## src/rtl/seq_gen_pkg.sv

```systemverilog
// Shared encodings for the push-button sequence generator.
// Latency: n/a (constants and types only).
// Backpressure: n/a.
package seq_gen_pkg;

  typedef logic [1:0] state_t;
  typedef logic [3:0] func_t;

  // FSM encodings; code 3 is unused and falls back to S_LFUNC.
  localparam state_t S_LFUNC = 2'd0;
  localparam state_t S_LSEED = 2'd1;
  localparam state_t S_RUN   = 2'd2;

  // ALU function codes loaded from d[3:0].
  localparam func_t FUNC_ADD = 4'b0000;
  localparam func_t FUNC_SUB = 4'b0001;
  localparam func_t FUNC_AND = 4'b0010;
  localparam func_t FUNC_OR  = 4'b0011;
  localparam func_t FUNC_XOR = 4'b0100;

endpackage

```

## src/rtl/alu.sv

```systemverilog
// Combinational ALU used for each recurrence step; result wraps modulo 2^WIDTH.
// Latency: zero cycles (purely combinational).
// Backpressure: none.
module alu
  import seq_gen_pkg::*;
#(
  parameter int WIDTH = 8
) (
  input  logic [WIDTH-1:0] a,
  input  logic [WIDTH-1:0] b,
  input  logic [3:0]       func,
  output logic [WIDTH-1:0] y
);

  // Select the operation; undefined codes fall back to addition.
  always_comb begin
    y = a + b;
    case (func)
      FUNC_ADD: y = a + b;
      FUNC_SUB: y = a - b;
      FUNC_AND: y = a & b;
      FUNC_OR:  y = a | b;
      FUNC_XOR: y = a ^ b;
      default:  y = a + b;
    endcase
  end

endmodule

```

## src/rtl/btn_edge.sv

```systemverilog
// Three-flop synchroniser on the raw button plus a one-cycle rising-edge pulse.
// Latency: en high at edge E gives pulse during the cycle after E+1.
// Backpressure: none; one pulse per rising edge of en however long it is held.
module btn_edge (
  input  logic clk,
  input  logic rst,
  input  logic en,
  output logic pulse
);

  logic s1, s2, s3;

  // Flops reset to 1 so a button held through reset release never fires.
  always_ff @(posedge clk or posedge rst) begin
    if (rst) begin
      s1 <= 1'b1;
      s2 <= 1'b1;
      s3 <= 1'b1;
    end else begin
      s1 <= en;
      s2 <= s1;
      s3 <= s2;
    end
  end

  assign pulse = s2 & ~s3;

endmodule

```

## src/rtl/seq_gen.sv

```systemverilog
// Lagged-recurrence generator: load func, then TERMS seeds, then f(n)=f(n-TERMS) op f(n-1) per step.
// Latency: en sampled at edge E updates registers at E+2; f/n are combinational from registers.
// Backpressure: none; every pulse is consumed. Optional auto stepping under SEQ_GEN_AUTO_EN.
module seq_gen
  import seq_gen_pkg::*;
#(
  parameter int WIDTH  = 8,
  parameter int TERMS  = 2,
  parameter int CNT_W  = 8
`ifdef SEQ_GEN_AUTO_EN
  ,
  parameter int PERIOD = 50_000_000
`endif
) (
  input  logic             clk,
  input  logic             rst,
  input  logic             en,
  input  logic [WIDTH-1:0] d,
`ifdef SEQ_GEN_AUTO_EN
  input  logic             auto,
`endif
  output logic [WIDTH-1:0] f,
  output logic [CNT_W-1:0] n,
  output logic [1:0]       state
);

  state_t           state_q;
  func_t            func_q;
  logic [2:0]       k;
  logic [CNT_W-1:0] n_q;
  logic [WIDTH-1:0] h [TERMS];
  logic [WIDTH-1:0] y;
  logic             pulse;
  logic             step;

  btn_edge u_btn (
    .clk   (clk),
    .rst   (rst),
    .en    (en),
    .pulse (pulse)
  );

  alu #(.WIDTH(WIDTH)) u_alu (
    .a    (h[0]),
    .b    (h[TERMS-1]),
    .func (func_q),
    .y    (y)
  );

`ifdef SEQ_GEN_AUTO_EN
  localparam int PW = (PERIOD > 1) ? $clog2(PERIOD) : 1;

  logic [PW-1:0] presc;
  logic          tick;

  assign tick = (state_q == S_RUN) && auto && (presc == PW'(PERIOD - 1));

  // Prescaler runs only while auto-stepping in S_RUN; it idles at zero otherwise.
  always_ff @(posedge clk or posedge rst) begin
    if (rst) begin
      presc <= '0;
    end else if ((state_q == S_RUN) && auto) begin
      presc <= tick ? '0 : presc + 1'b1;
    end else begin
      presc <= '0;
    end
  end

  // A pulse and a tick landing together still make a single step.
  assign step = pulse | tick;
`else
  assign step = pulse;
`endif

  // Load sequence and recurrence; S_RUN is left only by reset.
  always_ff @(posedge clk or posedge rst) begin
    if (rst) begin
      state_q <= S_LFUNC;
      func_q  <= FUNC_ADD;
      k       <= '0;
      n_q     <= '0;
      for (int i = 0; i < TERMS; i++) h[i] <= '0;
    end else begin
      case (state_q)
        S_LFUNC: begin
          if (pulse) begin
            func_q  <= d[3:0];
            k       <= '0;
            state_q <= S_LSEED;
          end
        end
        S_LSEED: begin
          if (pulse) begin
            for (int i = 0; i < TERMS - 1; i++) h[i] <= h[i+1];
            h[TERMS-1] <= d;
            k          <= k + 1'b1;
            if (k == 3'(TERMS - 1)) state_q <= S_RUN;
          end
        end
        S_RUN: begin
          // Uses pre-edge history: no forwarding of the new term.
          if (step) begin
            for (int i = 0; i < TERMS - 1; i++) h[i] <= h[i+1];
            h[TERMS-1] <= y;
            n_q        <= n_q + 1'b1;
          end
        end
        default: state_q <= S_LFUNC;
      endcase
    end
  end

  // Display the newest term once seeding has begun; blank while loading func.
  always_comb begin
    f = '0;
    if ((state_q == S_LSEED) || (state_q == S_RUN)) f = h[TERMS-1];
  end

  assign n     = n_q;
  assign state = state_q;

endmodule

```

## config.mk

```make
export PLATFORM = sky130hd
export DESIGN_NAME = seq_gen
export DESIGN_NICKNAME = d
export VERILOG_FILES = /design/src/rtl/seq_gen_pkg.sv /design/src/rtl/alu.sv /design/src/rtl/btn_edge.sv /design/src/rtl/seq_gen.sv
export SDC_FILE = /design/constraint.sdc
export NUM_CORES = 1
export LEC_CHECK = 0
export ABC_CLOCK_PERIOD_IN_PS = 2650
export CAP_MARGIN = 0
export CORE_MARGIN = 2
export CORE_UTILIZATION = 30
export DETAILED_ROUTE_END_ITERATION = 16
export GPL_TIMING_DRIVEN = 0
export HOLD_SLACK_MARGIN = 0.03
export SYNTH_ARGS = -nofsm -noshare
export SYNTH_HDL_FRONTEND = slang
export SYNTH_SLANG_ARGS = --single-unit
```

## constraint.sdc

```tcl
create_clock -name clk -period 2.65 [get_ports clk]
set_input_delay 0.265 -clock clk [delete_from_list [all_inputs] [get_ports clk]]
set_output_delay 0.265 -clock clk [all_outputs]
set_load 0.02 [all_outputs]
```

After elaboration in Yosys (flattened, before gate mapping) --
Cells that the tools add are included.
Cells by class: $add $sub $neg 4, div/mod/pow operators 0, multiplexer cells 12, reduce and logical (&&, ||, !) cells 9, bitwise operators 6, shift operators 0, $mul 0, equality and inequality tests 11, order comparisons 0
Operators with widths (count):
- 2-to-1 mux 16 bit | 2
- case mux 16 bit (2 select lines) | 1
- case mux 8 bit (4 select lines) | 1
- adder 8 x 1 -> 8 bit, second input constant | 1
- adder 8 bit | 1
- bitwise AND 8 bit | 1
- == test 4 x 2 -> 1 bit, second input constant | 2
- 2-to-1 mux 8 bit | 1
- != test 2 bit, second input constant | 4
- OR 8 bit | 1
- subtractor 8 bit | 1
- bitwise XOR 8 bit | 1
- 2-to-1 mux 2 bit | 3
- 2-to-1 mux 3 bit | 2
- case mux 2 bit (3 select lines) | 1
- case mux 3 bit (2 select lines) | 1
- AND reduction 3 bit | 2
- == test 4 x 1 -> 1 bit, second input constant | 1
- == test 4 x 3 -> 1 bit, second input constant | 1
- AND reduction 2 bit | 2
- AND reduction 4 bit | 1
- nonzero test 2 bit | 2
- adder 3 x 1 -> 3 bit, second input constant | 1
- == test 3 x 1 -> 1 bit, second input constant | 1
- 6 further kinds | 7
Word-level totals: bits in writable memories 0, bits in read-only memories 0, latch bits 0, register bits 36, word-level logic and storage cells 51, memories 0

Longest topological paths before layout --
word-level depth 4, depth in mapped cells 10, gate-level depth less buffers 10

Hierarchy --
A second synthesis with hierarchy kept.
Second synthesis, totals: cells, all modules 261, area total of the unflattened synthesis 2627.5 µm²
By module, submodules not included:
- seq_gen | instances 1, cells each 132, area an instance 1579.0 µm²
- alu | instances 1, cells each 124, area an instance 952.2 µm²
- btn_edge | instances 1, cells each 5, area an instance 96.3 µm²

Worst setup path before layout --
No wires, ideal clock.
path type reg-to-reg, start register func_q[1], end register h[6] (netlist name), data arrival time 2.205 ns, setup slack 0.318 ns, stages on the path, launching flop included 9, path buffers 0, cell sequence dfrtp_1 nor4b_4 mux2i_1 fa_1 a211oi_1 o21bai_1 a21oi_1 xor2_1 o22ai_1
On the way: longest elaborated chain between the ends 4
RTL lines:
- start: declaration | line seq_gen.sv:28 | func_t func_q;
- start signal: assignment | line seq_gen.sv:87 | func_q <= d[3:0];
- == test 4 x 3 -> 1 bit, or another cell as far along | line alu.sv:18 | case (func)
- case mux 8 bit (4 select lines) * | line alu.sv:18
- 2-to-1 mux 16 bit * | line seq_gen.sv:102 | if (step) begin
- case mux 16 bit (2 select lines) * | line seq_gen.sv:84 | case (state_q)
- end signal: indexed assignment | line seq_gen.sv:104 | h[TERMS-1] <= y;
- end: declaration | line seq_gen.sv:31 | logic [WIDTH-1:0] h [TERMS];
Mark *: on every way between the ends. The rest lies on a longest branch, timed or not. The select of a mux whose other input is x is not followed. A chain may end at the register's enable or synchronous reset.

Worst setup path after layout --
start register func_q[2], end register h[5] (netlist name)
Same word-level chain as after synthesis.

==> metrics.csv <==
metric;value;unit
syn_inst;273;
clock-sinks;36;
period_needed;2.51;ns
clock_latency;0.29;ns
hold_viol_final;0;
final_common_cell;dfrtp_1;
yosysSeqAreaShare;35.5;%
power_switching;2.02;mW
ys_types;50;
antennaDiodeCount;0;
fin_area;0.00311;sq mm
leakage;1.35;nW
wl_met2;2930;um
grt_max_degree;37;
relSlewSlack;46.4;%
pwr-share-clk;10.0;%
core-area;0.00822;sq mm
grt_first_pass_wirelength;10400;um
holdCritPathClass;flop to flop;
vdd_drop_max;0.000445;V
p_per_area;1370;mW/mm^2
dr.pass1.iters;4;
dp_slack;-0.126;ns
reg2reg_slack;0.14;ns
dp_hpwl;4590;um
cp.required;2.87;ns
die_area;0.00924;sq mm
wire_per_inst;15.0;um
io_pins;29;
final_cell_mix;dfrtp_1 (32), ha_1 (29), clkdlybuf4s50_1 (28), nand2_1 (25), inv_1 (23);
max_cap_viol_count;0;
setup_tns;0;ns
die_h;96.1;um
tightest_slew;0.803;ns
internal_power;2.24;mW
setup.worst_path.start_class;flop;
setup_violations;0;
rows;33;
ctsLongestPathBuffers;2;
grt.overflow.total;0;
route.detailed.drc;0;
yosysTopAreaCellShare;32.4;%
via_per_inst;4.98;
holdWs;0.362;ns
yosys.area.top_type;dfrtp_1;
cts_hold_buf;0;
met3_length;320;um
place_area;0.00296;sq mm
place_inst;406;
status;finished, final reports clean;
fmax;398;MHz
fin_util;37.9;%
finClkSkew;0.00594;ns
crit_fanout;5;
area_delta_synth_final;22.2;%
yosys_warnings;0;
numCtsBuffers;5;
min_period_over_period;94.8;%
p_comb_share;66.1;%
io_buffer_count;28;
htree_levels;2;
wirelength;6280;um
yosys_most_used_dff;dfrtp_1;
routabilityCongestion;0.857;
grt_pass1_vias;2069;
syn_avg_cell_area;9.33;sq um
path_class;flop to flop;
instances_no_fill;418;
clk_pin_slew;0.08;ns
endpoint_kind;flop;
dieWidth;96.1;um
dr.max_layer_used;met4;
cts_root_buf;clkbuf_8;
drive_gt1_share;12.8;%
antenna_found_initial;0;
drtIter0Drc;124;
async_flop_share;100;%
yosys-top-cells-area;dfrtp_1 (32%), ha_1 (15%), xnor2_1 (5.2%);
synth_edf_count;0;
antenna_left;0;
via_count;2082;
power;4.26;mW
initial_core_util;31.0;%
swShare;47.5;%
syn-num-nets;315;
finalWorstSetupSlack;0.139;ns
grt_usage;14.8;%
fin_nets;354;
cts_tree;built;
ys_ff_latch;36;
syn_area;0.00255;sq mm
met1_length;3000;um
power_frac_seq;24.0;%
crit_arrival;2.73;ns
maxSlewViolCount;0;
area by class of cell:
cell class	count	area, sq um
well taps	105	131
inverters	24	90.1
plain buffers	8	36.3
flip-flops and latches	36	906
clock buffers	6	82.6
repair buffers	32	310
clock inverters	2	15.0
fillers	842	5100
multi-input cells	205	1540
metal layers:
layer / global-route usage (%) / up-vias
li1: - / 1037
met1: 19.9 / 994
met2: 24.5 / 49
met3: 2.82 / 2
met4: 3.21 / 0
met5: 0 / -
power by group through the flow:
| stage | clock (mW) | combinational, mW | sequential (mW) |
|---|---|---|---|
| finish | 0.424 | 2.82 | 1.02 |
| global route | 0.468 | 3.15 | 1.06 |
| CTS | 0.438 | 2.69 | 1.02 |
| detailed placement | 0 | 2.66 | 1.03 |
| global placement | 0 | 2.60 | 1.02 |
| floorplan | 0 | 1.91 | 0.987 |
cell usage after synthesis, drive strengths merged, types with 2 or more instances:
library cell / count
dfrtp: 33
ha: 30
nand2: 25
inv: 24
a21oi: 22
o21ai: 21
xnor2: 16
nor2: 11
and2: 9
o22ai: 9
a22oi: 8
buf: 5
a21o: 4
mux2: 4
nand2b: 4
nand3: 4
a31oi: 3
clkbuf: 3
dfstp: 3
xor2: 3
and2b: 2
and3: 2
mux2i: 2
nand4: 2
nor2b: 2
nor3: 2
o221ai: 2
state kept, by name, indices dropped and copies added, names as in the netlist:
register  count
u_btn.s2      1
func_q        4
n             8
state         2
h            16
u_btn.s3      1
k             3
u_btn.s1      1
kinds of logic (layout without fill, tap and decap cells):
| logic type | count (synthesis) | after routing | share of synthesized area, % |
|---|---|---|---|
| AO/OA/AOI/OAI | 82 | 82 | 20.7 |
| adder cells (fa/ha/maj) | 31 | 31 | 15.5 |
| buffers and inverters | 32 | 72 | 4.96 |
| XOR/XNOR | 19 | 19 | 6.83 |
| AND/OR/NAND/NOR | 67 | 67 | 13.9 |
| multiplexers | 6 | 6 | 2.56 |
| flip-flops | 36 | 36 | 35.5 |
critical path, stage by stage, from the launching register on:
cell	delay (ns)
dfrtp_2	0.44
nor4b_4	0.42
buf_4	0.21
a31oi_1	0.05
xnor2_1	0.14
ha_1	0.37
a21o_1	0.22
o21a_1	0.19
o32a_1	0.28
a21oi_1	0.13
what timing repair did:
action	CTS	global route
resized for setup	0	9
setup endpoints to repair	2	3
pin swaps	1	3
setup buffers	1	3
worst paths after layout:
check / start / to / cells after the start
setup / recovery: func_q[2] / h[5] / 9
hold / removal: u_btn.s1 / u_btn.s2 / 0
setup reg to reg: func_q[2] / h[5] / 9
hold reg to reg: u_btn.s1 / u_btn.s2 / 0
max in group asynchronous: rst / func_q[2] / 2
min in group asynchronous: rst / n[7] / 2
(Power assumes the default switching activity.)
